==> config.mk <==
export PLATFORM = sky130hd
export DESIGN_NAME = branch_outcome_gen_flat
export DESIGN_NICKNAME = d
export VERILOG_FILES = /design/src/rtl/branch_outcome_gen_if.sv /design/src/rtl/branch_outcome_gen.sv /design/src/flat_wrapper.sv
export SDC_FILE = /design/constraint.sdc
export NUM_CORES = 1
export LEC_CHECK = 0
export CAP_MARGIN = 10
export CELL_PAD_IN_SITES_DETAIL_PLACEMENT = 0
export CELL_PAD_IN_SITES_GLOBAL_PLACEMENT = 1
export CORE_UTILIZATION = 39
export CTS_CLUSTER_SIZE = 14
export DETAILED_ROUTE_END_ITERATION = 16
export GPL_TIMING_DRIVEN = 0
export PLACE_DENSITY = 0.85
export SLEW_MARGIN = 20
export SYNTH_ARGS = -nofsm -noshare
export SYNTH_HDL_FRONTEND = slang
export SYNTH_SLANG_ARGS = --single-unit
==> constraint.sdc <==
create_clock -name clk -period 2.48 [get_ports clk]
set_clock_uncertainty 0.1 [all_clocks]
set_input_delay 0.496 -clock clk [delete_from_list [all_inputs] [get_ports clk]]
set_output_delay 0.496 -clock clk [all_outputs]
set_load 0.1 [all_outputs]
==> src/rtl/branch_outcome_gen_if.sv <==
// Bundle between the branch outcome generator and whoever controls/observes it:
// run control, the predictor's prediction and the generated outcome stream with scores.
interface branch_outcome_gen_if #(
    parameter int CNT_W = 16
);
    logic             start;
    logic [1:0]       mode;
    logic [CNT_W-1:0] num_branches;
    logic             prediction;
    logic             branch_outcome;
    logic             valid;
    logic             busy;
    logic             done;
    logic [CNT_W-1:0] hit_count;
    logic [CNT_W-1:0] miss_count;

    // Controller / predictor side: launches runs, supplies predictions, reads scores.
    modport master (
        output start, mode, num_branches, prediction,
        input  branch_outcome, valid, busy, done, hit_count, miss_count
    );

    // Generator side.
    modport slave (
        input  start, mode, num_branches, prediction,
        output branch_outcome, valid, busy, done, hit_count, miss_count
    );
endinterface

==> src/rtl/branch_outcome_gen.sv <==
// Branch outcome generator: drives a patterned taken/not-taken stream into a
// branch predictor, one outcome per cycle, and scores the predictor's guesses.
module branch_outcome_gen #(
    parameter int          CNT_W    = 16,
    parameter int          LOOP_LEN = 4,
    parameter logic [15:0] SEED     = 16'hACE1
) (
    input  logic                 clk,
    input  logic                 reset,
    branch_outcome_gen_if.slave  bus
);
    localparam int IDX_W = (LOOP_LEN > 2) ? $clog2(LOOP_LEN) : 1;
    localparam logic [IDX_W-1:0] IDX_LAST = IDX_W'(LOOP_LEN - 1);
    // An all-zero LFSR would lock up, so a zero seed is swapped for 1.
    localparam logic [15:0] SEED_EFF = (SEED == 16'h0000) ? 16'h0001 : SEED;

    typedef enum logic [1:0] {IDLE, RUN, DONE} state_t;

    state_t           state_reg, state_next;
    logic [1:0]       mode_reg;
    logic [CNT_W-1:0] remaining_reg;
    logic [CNT_W-1:0] hit_reg, miss_reg;
    logic [IDX_W-1:0] idx_reg, idx_next;
    logic             phase_reg, phase_next;
    logic [15:0]      lfsr_reg, lfsr_next;
    logic             outcome_reg, outcome_next;
    logic [1:0]       mode_sel;
    logic             start_ok, fire, last, load_outcome;
    logic             valid_int, busy_int, done_int;

    assign start_ok = bus.start && (state_reg != RUN);
    assign fire     = (state_reg == RUN);
    assign last     = (remaining_reg == CNT_W'(1));
    // The held outcome only changes when a new live outcome follows; after the
    // final compare it keeps the last value driven.
    assign load_outcome = (start_ok && (bus.num_branches != '0)) || (fire && !last);

    // State register.
    always_ff @(posedge clk) begin
        if (reset) state_reg <= IDLE;
        else       state_reg <= state_next;
    end

    // Next-state logic: start is honoured only outside RUN.
    always_comb begin
        state_next = state_reg;
        case (state_reg)
            IDLE, DONE: if (start_ok) state_next = (bus.num_branches == '0) ? DONE : RUN;
            RUN:        if (last) state_next = DONE;
            default:    state_next = IDLE;
        endcase
    end

    // Output decode from the current state.
    always_comb begin
        valid_int = (state_reg == RUN);
        busy_int  = (state_reg == RUN);
        done_int  = (state_reg == DONE);
    end

    // Pattern generator: next pattern state, and the outcome it produces.
    always_comb begin
        idx_next   = idx_reg;
        phase_next = phase_reg;
        lfsr_next  = lfsr_reg;
        mode_sel   = mode_reg;
        if (start_ok) begin
            idx_next   = '0;
            phase_next = 1'b0;
            lfsr_next  = SEED_EFF;
            mode_sel   = bus.mode;
        end else if (fire) begin
            idx_next   = (idx_reg == IDX_LAST) ? '0 : idx_reg + 1'b1;
            phase_next = ~phase_reg;
            lfsr_next  = {lfsr_reg[0] ^ lfsr_reg[2] ^ lfsr_reg[3] ^ lfsr_reg[5], lfsr_reg[15:1]};
        end
        case (mode_sel)
            2'd0:    outcome_next = 1'b1;
            2'd1:    outcome_next = ~phase_next;
            2'd2:    outcome_next = (idx_next != IDX_LAST);
            default: outcome_next = lfsr_next[0];
        endcase
    end

    // Run bookkeeping, scoring and the registered outcome.
    always_ff @(posedge clk) begin
        if (reset) begin
            mode_reg      <= 2'd0;
            remaining_reg <= '0;
            hit_reg       <= '0;
            miss_reg      <= '0;
            idx_reg       <= '0;
            phase_reg     <= 1'b0;
            lfsr_reg      <= SEED_EFF;
            outcome_reg   <= 1'b0;
        end else begin
            if (start_ok) begin
                mode_reg      <= bus.mode;
                remaining_reg <= bus.num_branches;
                hit_reg       <= '0;
                miss_reg      <= '0;
            end else if (fire) begin
                remaining_reg <= remaining_reg - 1'b1;
                if (bus.prediction == outcome_reg) hit_reg  <= hit_reg + 1'b1;
                else                               miss_reg <= miss_reg + 1'b1;
            end
            idx_reg   <= idx_next;
            phase_reg <= phase_next;
            lfsr_reg  <= lfsr_next;
            if (load_outcome) outcome_reg <= outcome_next;
        end
    end

    assign bus.branch_outcome = outcome_reg;
    assign bus.valid          = valid_int;
    assign bus.busy           = busy_int;
    assign bus.done           = done_int;
    assign bus.hit_count      = hit_reg;
    assign bus.miss_count     = miss_reg;
endmodule

==> src/flat_wrapper.sv <==
// flat-port wrapper written by rule: the top's interface ports become plain ports
module branch_outcome_gen_flat 
#(
    parameter int          CNT_W    = 16,
    parameter int          LOOP_LEN = 4,
    parameter logic [15:0] SEED     = 16'hACE1
)
  (clk, reset, bus_start, bus_mode, bus_num_branches, bus_prediction, bus_branch_outcome, bus_valid, bus_busy, bus_done, bus_hit_count, bus_miss_count);
  branch_outcome_gen_if #(.CNT_W(CNT_W)) bus_i ();
  input  logic clk;
  input  logic reset;
  input wire logic [$bits(bus_i.start)-1:0] bus_start;
  input wire logic [$bits(bus_i.mode)-1:0] bus_mode;
  input wire logic [$bits(bus_i.num_branches)-1:0] bus_num_branches;
  input wire logic [$bits(bus_i.prediction)-1:0] bus_prediction;
  output wire logic [$bits(bus_i.branch_outcome)-1:0] bus_branch_outcome;
  output wire logic [$bits(bus_i.valid)-1:0] bus_valid;
  output wire logic [$bits(bus_i.busy)-1:0] bus_busy;
  output wire logic [$bits(bus_i.done)-1:0] bus_done;
  output wire logic [$bits(bus_i.hit_count)-1:0] bus_hit_count;
  output wire logic [$bits(bus_i.miss_count)-1:0] bus_miss_count;
  assign bus_i.start = bus_start;
  assign bus_i.mode = bus_mode;
  assign bus_i.num_branches = bus_num_branches;
  assign bus_i.prediction = bus_prediction;
  assign bus_branch_outcome = bus_i.branch_outcome;
  assign bus_valid = bus_i.valid;
  assign bus_busy = bus_i.busy;
  assign bus_done = bus_i.done;
  assign bus_hit_count = bus_i.hit_count;
  assign bus_miss_count = bus_i.miss_count;
  branch_outcome_gen #(.CNT_W(CNT_W), .LOOP_LEN(LOOP_LEN), .SEED(SEED)) u_core (.clk(clk), .reset(reset), .bus(bus_i));
endmodule
# --- After elaboration in Yosys (flattened, before gate mapping) ---
# Index checks and enable logic that the tools add are counted.
# Widths: inputs -> output; s select.
word_totals:
  reg_bits: 72
  input_bits: 22
  output_inout_bits: 36
  elab_cells: 61
classes:
  n_addsub: 4
  eq_ne: 11
  n_mux: 15
  n_bitwise: 6
  reduce_logical: 15
ops:
  columns: ["op", "n"]
  rows:
  - ["$add 16x1->16 const B", 2]
  - ["$mux 16", 2]
  - ["$eq 16x1->1 const B", 1]
  - ["$logic_not 16->1", 1]
  - ["$reduce_bool 16->1", 1]
  - ["$sub 16x1->16 const B", 1]
  - ["$mux 2", 7]
  - ["$eq 2x2->1 const B", 3]
  - ["$reduce_and 2->1", 3]
  - ["$eq 2x1->1 const B", 2]
  - ["$logic_not 2->1", 2]
  - ["$mux 1", 4]
  - ["$ne 2x1->1 const B", 2]
  - ["$ne 2x2->1 const B", 2]
  - ["$pmux 2 s2", 1]
  - ["$reduce_or 2->1", 2]
  - ["$logic_and 1x1->1", 3]
  - ["$not 1->1", 3]
  - ["$pmux 1 s3", 1]
  - ["$xor 1x1->1", 3]
  - ["$add 2x1->2 const B", 1]
  - ["$reduce_bool 2->1", 1]
  - ["$eq 1x1->1", 1]
  - ["$logic_not 1->1", 1]
  - ["$logic_or 1x1->1", 1]

# --- Logic depth before layout (Yosys ltp) ---
depth:
  word_depth: 6
  mapped_depth: 8
  mapped_depth_nobuf: 6

# --- Worst setup path before layout ---
# OpenSTA, ideal clock, no wires.
synth_path:
  path_kind: "register to output"
  start: "register u_core.state_reg[1]"
  end: "output port bus_valid"
  arrival_time_ns: 2.320
  required_time_ns: 1.884
  path_slack_ns: -0.436
  stages_incl_launch_ff: 7
  path_buffers: 4
  cell_sequence: "dfxtp_1 > nand2b_1 > buf_6 > inv_2 > buf_2 > buf_1 > buf_4"
synth_via:
  elab_chain_len: 1
synth_lines:
  columns: ["element", "line_no", "rtl"]
  rows:
  - ["start, declared", "branch_outcome_gen.sv:19", "state_t state_reg, state_next;"]
  - ["start signal, assigned", "branch_outcome_gen.sv:41", "else state_reg <= state_next;"]
  - ["$eq 2x1->1", null, null]
  - ["end, declared", "flat_wrapper.sv:17", "output wire logic [$bits(bus_i.valid)-1:0] bus_valid;"]
# Every way passes these cells.

# --- Worst setup path in the final report ---
layout_path:
  start: "register u_core.hit_reg[15], in the netlist u_core.bus.hit_count[15]"
  end: "output port bus_hit_count[15]"
layout_rtl:
  columns: ["element", "line_no", "rtl"]
  rows:
  - ["start, declared", "branch_outcome_gen.sv:22", "logic [CNT_W-1:0] hit_reg, miss_reg;"]
  - ["start signal, assigned", "branch_outcome_gen.sv:104", "if (bus.prediction == outcome_reg) hit_reg <= hit_reg + 1'b1;"]
  - ["end, declared", "flat_wrapper.sv:20", "output wire logic [$bits(bus_i.hit_count)-1:0] bus_hit_count;"]
# No word-level cell between the ends.

==> out/metrics.yaml <==
antenna_found_initial: 0
period_minus_slack_ps: 2430
worstPathRequired_ps: 1880
drt_iter0_drc: 181
cp_cell_sequence: "clkdlybuf4s50_1"
ir_worst_vdd_mv: 0.296
port_buffers: 55
slowest_delay_ps: 1130
rrSetupSlack_ps: 320
cts_buffer_depth: 2
io_pins: 58
hold_class: "reg2reg"
rsz0062_at_grt: "no"
r2r_start: "u_core.state_reg[1]"
clock-sinks: 72
synth-seq-area-share: 0.439
synth_enable_flop_cells: 0
p_int_mw: 1.82
ant_nets: 0
reg2reg_depth: 7
viasPerCell: 5.28
setup_viol: 0
gp_congestion: 0.855
final_cell_area_sq_um: 4160
final_util: 0.509
yosysWarnings: 0
min_period_over_period: 0.979
synthArstFlopShare: 0
tightest_slew_ps: 965
gr-usage-all-layers: 0.198
cp.arrival_ps: 1830
dieWidth_um: 93.7
crit_end: "bus_hit_count[15]"
num_vias: 3064
max_freq_mhz: 412
drc: 0
powerDensity_nw_per_um2: 627
path_depth: 1
dp_hpwl_um: 5790
numCtsBuffers: 9
finalPower_mw: 2.61
switching_share: 0.304
grt_pass1_vias: 2924
grt_overflow: 0
rows: 33
grt_pass1_wl_um: 13600
p_seq_frac: 0.478
place_area_sq_um: 3970
final_cell_count_no_fill: 580
tns_ps: 0
drt-total-wl_um: 8140
crit_type: "reg2out"
slew_headroom: 0.356
die_area_sq_um: 8780
synth_ff_type: "dfxtp_1"
worst-path-buf-inv: 1
syn_area_sq_um: 3280
critical_path.max_fanout: 2
drv_slew: 0
syn-mean-instance-area_sq_um: 8.12
initial_core_util: 0.401
syn_nets: 431
cp_slowest_cell: "clkdlybuf4s50_1"
clkPwrFrac: 0.372
dp.cells: 564
coreArea_sq_um: 8180
cts_tree: "yes"
clk_latency_ps: 350
status: "completed"
cp-startpoint: "u_core.bus.hit_count[15]"
mostFrequentLayoutCells: "dfxtp_1 (70), nand2_1 (54), nor2_1 (46)"
syn_inst: 404
ys_ff_latch: 72
drive_gt1_frac: 0.0695
cts_setup_buffers: 0
cp-end-kind: "primary output"
first_pass_iters: 4
grt_max_degree: 15
htree_levels: 3
clkSlewWorstSetupHoldPaths_ps: 80
syn2layout_area_growth_pct: 26.8
path_delay_family: "buffers and inverters"
power_leakage_nw: 1.67
hold_violations: 0
ys_types: 47
r2r_end: "u_core.bus.miss_count[4]"
start_kind: "flip-flop"
root_buffer: "clkbuf_8"
fin_nets: 497
die_h_um: 93.7
maxCapViolCount: 0
final_common_cell: "dfxtp_1"
combPwrFrac: 0.150
p_sw_mw: 0.792
wl_per_cell_um: 14.0
antenna_cells: 0
[worst min-delay path by stage]
stage	cells after the start	end	from	slack, ps
floorplan	2	u_core.lfsr_reg[12]	u_core.lfsr_reg[13]	330
global placement	2	u_core.lfsr_reg[8]	u_core.lfsr_reg[9]	340
detailed placement	2	u_core.lfsr_reg[4]	u_core.lfsr_reg[4]	350
CTS	2	u_core.lfsr_reg[4]	u_core.lfsr_reg[4]	360
global route	2	u_core.lfsr_reg[8]	u_core.lfsr_reg[9]	380
finish	2	u_core.lfsr_reg[8]	u_core.lfsr_reg[9]	360
[timing repair]
action | 4_1_cts | 5_1_grt
hold buffers | 0 | 0
gates resized for setup | 45 | 7
pin swaps | 0 | 0
hold endpoints to repair | 0 | 0
setup endpoints to repair | 30 | 7
[synth_stat cells, types with 8 or more instances]
library cell | count | area share
a21oi_1 | 40 | 0.061
clkbuf_1 | 11 | 0.013
dfxtp_1 | 72 | 0.44
inv_1 | 9 | 0.010
nand2_1 | 54 | 0.062
nand3_1 | 21 | 0.032
nor2_1 | 46 | 0.053
nor3_1 | 14 | 0.021
nor4_1 | 10 | 0.019
o21ai_0 | 14 | 0.021
or3_1 | 8 | 0.015
xnor2_1 | 22 | 0.059
[through the flow]
| step | hold WS, ps | setup slack [ps] |
|---|---|---|
| 2_1_floorplan | 332 | 19.2 |
| 3_3_place_gp | 336 | -684 |
| 3_5_place_dp | 347 | -695 |
| 4_1_cts | 358 | 1.04 |
| 5_1_grt | 380 | 2.79 |
| 6_report | 358 | 52.0 |
[cell type report]
class / instances / area [sq um]
Clock buffer: 9 / 124
Inverter: 10 / 37.5
Clock inverter: 7 / 78.8
Multi-Input combinational cell: 302 / 1710
Sequential cell: 72 / 1440
Fill cell: 806 / 4010
Buffer: 20 / 103
Timing Repair Buffer: 55 / 531
Tap cell: 105 / 131
[power groups by stage]
stage               Combinational, mW  Sequential, mW  Clock, mW
floorplan                       0.246            1.29          0
global placement                0.386            1.27          0
detailed placement              0.390            1.27          0
CTS                             0.390            1.25      0.995
global route                    0.436            1.25       1.04
finish                          0.392            1.25      0.970
[layer usage]
layer / vias up / share of wire / global-route usage
li1: 1545 / - / -
met1: 1423 / 0.48 / 0.258
met2: 82 / 0.47 / 0.324
met3: 14 / 0.041 / 0.0324
met4: 0 / 0.016 / 0.0846
met5: - / 0 / 0
[logic make-up after synthesis]
| logic type | Yosys count | share of synthesized area |
|---|---|---|
| simple gates | 188 | 0.278 |
| compound gates | 79 | 0.142 |
| flops | 72 | 0.439 |
| buf+inv | 30 | 0.0408 |
| xor+xnor | 29 | 0.0774 |
| fa+ha+maj | 5 | 0.0191 |
| mux | 1 | 0.00305 |
Note: power is estimated with default switching activity, not from simulation.
